[src/rtl/serializador_tx_2b.sv]
// serializador_tx_2b: buffered parallel-to-serial transmitter with COM alignment preamble
module serializador_tx_2b #(
  parameter int         ALIGN_COUNT = 4,
  parameter logic [7:0] COM_SYM     = 8'hBC
) (
  input  logic       clk16f,
  input  logic       reset_L,
  input  logic [8:0] data_in,
  output logic       in_ready,
  output logic [1:0] serial,
  output logic       sym_start,
  output logic       aligned
);
  localparam int CW = ALIGN_COUNT > 1 ? $clog2(ALIGN_COUNT) : 1;
  typedef enum logic {ALIGN, ACTIVE} state_t;
  state_t        state, state_next;
  logic [CW-1:0] align_cnt, align_cnt_next;
  logic [1:0]    phase;
  logic [5:0]    shadow;
  logic          buf_full;
  logic [7:0]    buf_byte;
  logic [7:0]    sym;
  logic          drain;
  logic          accept;
  assign in_ready = (state == ACTIVE) && !buf_full;
  assign aligned  = (state == ACTIVE);
  assign accept   = data_in[8] && in_ready;
  // alignment state and preamble counter
  always_ff @(posedge clk16f or negedge reset_L)
    if (!reset_L) begin
      state     <= ALIGN;
      align_cnt <= '0;
    end else begin
      state     <= state_next;
      align_cnt <= align_cnt_next;
    end
  // symbol choice at each phase-0 edge and preamble progress
  always_comb begin
    state_next     = state;
    align_cnt_next = align_cnt;
    sym            = COM_SYM;
    drain          = 1'b0;
    if (phase == 2'd0) begin
      if (state == ALIGN) begin
        align_cnt_next = align_cnt + 1'b1;
        state_next     = (align_cnt == CW'(ALIGN_COUNT - 1)) ? ACTIVE : ALIGN;
      end else if (buf_full) begin
        sym   = buf_byte;
        drain = 1'b1;
      end
    end
  end
  // shift register, phase counter and one-entry input buffer
  always_ff @(posedge clk16f or negedge reset_L)
    if (!reset_L) begin
      phase     <= 2'd0;
      serial    <= 2'b00;
      shadow    <= '0;
      sym_start <= 1'b0;
      buf_full  <= 1'b0;
      buf_byte  <= '0;
    end else begin
      phase     <= phase + 2'd1;
      serial    <= (phase == 2'd0) ? sym[7:6] : shadow[5:4];
      shadow    <= (phase == 2'd0) ? sym[5:0] : {shadow[3:0], 2'b00};
      sym_start <= (phase == 2'd0);
      if (accept) begin
        buf_full <= 1'b1;
        buf_byte <= data_in[7:0];
      end else if (drain) begin
        buf_full <= 1'b0;
      end
    end
endmodule
[config.mk]
export PLATFORM = sky130hd
export DESIGN_NAME = serializador_tx_2b
export DESIGN_NICKNAME = d
export VERILOG_FILES = /design/src/rtl/serializador_tx_2b.sv
export SDC_FILE = /design/constraint.sdc
export NUM_CORES = 1
export LEC_CHECK = 0
export BUFFER_PORTS_ARGS = -buffer_cell sky130_fd_sc_hd__buf_2
export CAP_MARGIN = 10
export CORE_AREA = 2 2 47 45
export CTS_CLUSTER_DIAMETER = 50
export DETAILED_ROUTE_END_ITERATION = 12
export DIE_AREA = 0 0 49 47
export PLACE_DENSITY = 0.72
export SLEW_MARGIN = 20
export SYNTH_ARGS = -nofsm -noshare
export SYNTH_HDL_FRONTEND = slang
export SYNTH_SLANG_ARGS = --single-unit
[constraint.sdc]
create_clock -name clk16f -period 1.7 [get_ports clk16f]
set_input_delay 0.085 -clock clk16f [delete_from_list [all_inputs] [get_ports clk16f]]
set_output_delay 0.085 -clock clk16f [all_outputs]
set_load 0.02 [all_outputs]
Yosys cells after proc, flatten, opt, wreduce, memory -nomap -nowiden
Index checks and enable logic that the tools add are counted.
{ "totals": {"ram_bits": 0, "reg_bits": 23, "romBits": 0, "mem_count": 0, "elab_cells": 29, "latch_bits": 0, "output_inout_bits": 5} }
{ "classes": {"muxes": 11, "n_mul": 0, "order_cmp": 0, "n_reduce_logical": 6, "div": 0, "eq_ne": 1, "add_sub_neg": 2, "shifts": 0, "bitwise": 1} }
{ "ops": {"columns": ["operator", "count"], "rows": [
  ["$mux 8", 2],
  ["$mux 1", 7],
  ["$mux 6", 1],
  ["$add 2x1->2 const B", 2],
  ["$eq 2x2->1 const B", 1],
  ["$logic_and 1x1->1", 2],
  ["$logic_not 2->1", 1],
  ["$mux 2", 1],
  ["$reduce_and 2->1", 1],
  ["$reduce_bool 2->1", 1],
  ["$logic_not 1->1", 1],
  ["$not 1->1", 1]
]} }

Longest topological paths before layout
{ "logic_depth": {"ltp_word": 5, "mapped_depth": 5, "depth_no_buf": 4} }

Worst setup path before layout
OpenSTA, ideal clock, no wires.
{ "synth_path": {"path_kind": "register to register", "start": "register phase[0]", "end": "register align_cnt[1]", "n_path_buf": 0, "arrival_time_ps": 1163, "setup_time_ps": 125, "stages_incl_launch_ff": 5, "setup_slack_ps": 412, "path_cell_list": "dfrtp_1 -> inv_1 -> ha_1 -> nor2b_1 -> mux2_2"} }
{ "synth_via": {"elab_chain_cells": 2} }
{ "synth_rtl": {"columns": ["element", "line", "text"], "rows": [
  ["start: declaration", "18", "logic [1:0] phase;"],
  ["start signal: assignment", "63", "phase <= phase + 2'd1;"],
  ["$logic_not 2->1", "43", "if (phase == 2'd0) begin"],
  ["$reduce_and 2->1 (no line)", null, null],
  ["end signal: assignment", "35", "align_cnt <= align_cnt_next;"],
  ["end: declaration", "17", "logic [CW-1:0] align_cnt, align_cnt_next;"]
]} }
No other way between the ends.
A chain may end at the register's enable or synchronous reset.

Worst setup path after layout
Same ends and word-level chain as after synthesis.

==> metrics.md <==
| Metric | Value |
|---|---|
| Status | completed |
| YS warnings | 0 |
| R2R Path End | align_cnt[1] |
| # DRC | 0 |
| Ys async rst share | 1.00 |
| Main synth FF type | dfrtp_1 |
| Detailed Routing Iterations Pass 1 | 4 |
| Worst IR drop on VDD | 0.000722 V |
| Die span in x | 49 um |
| RSZ-0062 raised after global routing | no |
| Die height | 47 um |
| Final Net Count | 107 |
| Die area | 2300 um^2 |
| Worst reg-to-reg setup slack | 0.40 ns |
| Cell with the most instances after synthesis | dfrtp_1 |
| Final std cells w/o fill | 117 |
| Largest net degree at the start of global routing | 24 |
| Core outline area | 1820 um^2 |
| Cell Area, Synth | 893 um^2 |
| Worst-case clock buffer depth | 2 |
| Crit-path max FO | 3 |
| Fill count | 158 |
| Cell area after layout | 1090 um^2 |
| Largest area contributor in the netlist | dfrtp_1 |
| Routability cong. | 0.733 |
| Detail Placement HPWL | 925 um |
| Post-Syn Instances | 67 |
| Critical path startpoint | phase[0] |
| Hold buffers post-CTS | 3 |
| Hold Violations, Final | 0 |
| Max_cap viols | 0 |
| Initial antenna violation count | 0 |
| Avg Vias per Cell | 4.65 |
| CP Class | reg -> reg |
| Initial DRC Count | 2 |
| Power Density | 913 nW/um^2 |
| Syn avg cell area | 13.3 um^2 |
| Proportion of layout cells with a drive suffix above 1 | 0.315 |
| Cells after DPL | 106 |
| Num rows | 15 |
| Worst Hold Class | in -> reg |
| Via count | 544 |
| Ports | 16 |
| Slew Viols, Final | 0 |
| PortBufs | 15 |
| CP required | 1.90 ns |
| Total Routing Usage GR | 0.125 |
| Resize count post-CTS | 0 |
| Slew HR | 0.672 |
| Post-Syn Nets | 81 |
| Final wirelength | 1300 um |
| Initial Utilization | 0.491 |
| Minimum clock period | 1.30 ns |
| CTS clk-pin slew, worst paths | 0.12 ns |
| H-tree Lvls | 1 |
| Synth cell types | 16 |
| TritonCTS buffer count | 3 |
| Final setup fails | 0 |
| Leakage | 0.540 nW |
| Fin crit share | 0.764 |
| Sequential element share of the synthesized area | 0.644 |
| Crit end category | flip-flop |
| Synth-to-layout area growth | 22.4% |
| Post-synth top cells | 23 x dfrtp_1, 9 x mux2_2, 8 x inv_1, 5 x a31oi_1, 5 x nor2_1 |
| Post-synthesis register bit count | 23 |
| Post-Route Skew | 0.000965 ns |
| Worst Max-Slew Pin Slew | 0.492 ns |
| Remaining Overflow, GRT | 0 |
| DP Area | 997 um^2 |
| Fmax | 770 MHz |
| Top cells by area, synth | dfrtp_1 64%, mux2_2 11%, ha_1 4.2% |
| Worst Reg-to-Reg Cells | 4 |
| CP Capture Point | align_cnt[1] |
| Clk_lat worst skew | 0.30 ns |
| Setup TNS | 0 ns |
| Postcts setup bufs | 0 |
| EDFF count, synth | 0 |
| Vias in the first global route | 482 |
| Share of the synthesized area in the top cell type | 0.644 |
| ANT cells | 0 |
| WL/cell | 11.1 um |
| CTS root buffer | clkbuf_4 |
| First-pass GRT wire length | 2090 um |
| Arrival time at the worst endpoint | 1.50 ns |
| Clock sink total | 23 |
| Crit start category | flip-flop |
| Reg2reg start | phase[0] |
| Post-route ant nets | 0 |
| CTS tree | done |
==> through the flow <==
stage	setup slack, ns	total power [mW]	utilization	hold WS, ns
after floorplan	0.412	0.714	-	-0.211
after CTS	0.392	1.00	0.579	0.00148
after global placement	0.456	0.752	0.548	0.0768
after detailed placement	0.403	0.760	0.548	0.0781
final	0.402	0.999	0.601	0.00821
after global routing	0.298	1.05	0.601	0.000919
==> layout make-up <==
class,instances,area [um^2],share of cell area
clock buffers,4,26.3,0.0240
multi-input cells,34,278,0.254
repair buffers,23,153,0.140
well taps,25,31.3,0.0286
inverters,8,30.0,0.0275
flip-flops and latches,23,576,0.526
==> layer usage <==
metal,vias up,GRT usage,part of all wire
met2,13,0.225,0.51
li1,271,-,-
met1,258,0.145,0.43
met5,-,0,0
met4,0,0.0343,0.0046
met3,2,0.0478,0.049
==> registers in the layout, indices dropped and copies added, names as in the netlist <==
| name | flops |
|---|---|
| align_cnt | 2 |
| aligned | 1 |
| buf_byte | 8 |
| buf_full | 1 |
| phase | 2 |
| serial | 2 |
| shadow | 6 |
| sym_start | 1 |
==> where the power goes <==
part / switching [mW] / internal [mW]
combinational: 0.0597 / 0.0663
sequential: 0.0218 / 0.609
clock: 0.151 / 0.0914
==> logic make-up after synthesis <==
family / share of synthesized area
adder cells (fa/ha/maj): 0.0420
XOR/XNOR: 0.00981
AO/OA/AOI/OAI: 0.0602
buffers and inverters: 0.0448
flip-flops: 0.644
AND/OR/NAND/NOR: 0.0854
multiplexers: 0.113
==> layout by cell type, fill, tap and decap left out <==
master / n
inv_1: 8
clkbuf_1: 1
dfrtp_1: 23
ha_1: 3
buf_2: 15
mux2_2: 9
o21ai_0: 1
xor2_1: 1
nand4_1: 1
nor2_1: 5
dlygate4sd3_1: 7
a21oi_1: 2
nand3b_4: 1
and3_1: 2
clkbuf_4: 3
a31oi_1: 5
buf_4: 1
a21o_1: 1
and2_1: 1
nor2b_1: 2
==> worst max-delay path, stage by stage (launching register included) <==
cell and delay, ns:
dfrtp_1 0.38, inv_1 0.09, ha_1 0.17, nor2b_1 0.21, mux2_2 0.36
==> how the worst min path moves through the flow <==
stage,start,cells past startpoint,slack [ns],to
after detailed placement,reset_L,1,0.08,serial[1]
after CTS,data_in[0],2,0.001,buf_byte[0]
after global placement,reset_L,1,0.08,serial[1]
after floorplan,reset_L,0,-0.21,align_cnt[0]
after global routing,data_in[0],2,0.0009,buf_byte[0]
final,data_in[0],2,0.008,buf_byte[0]
No activity file was read; power rests on OpenSTA's default activity.
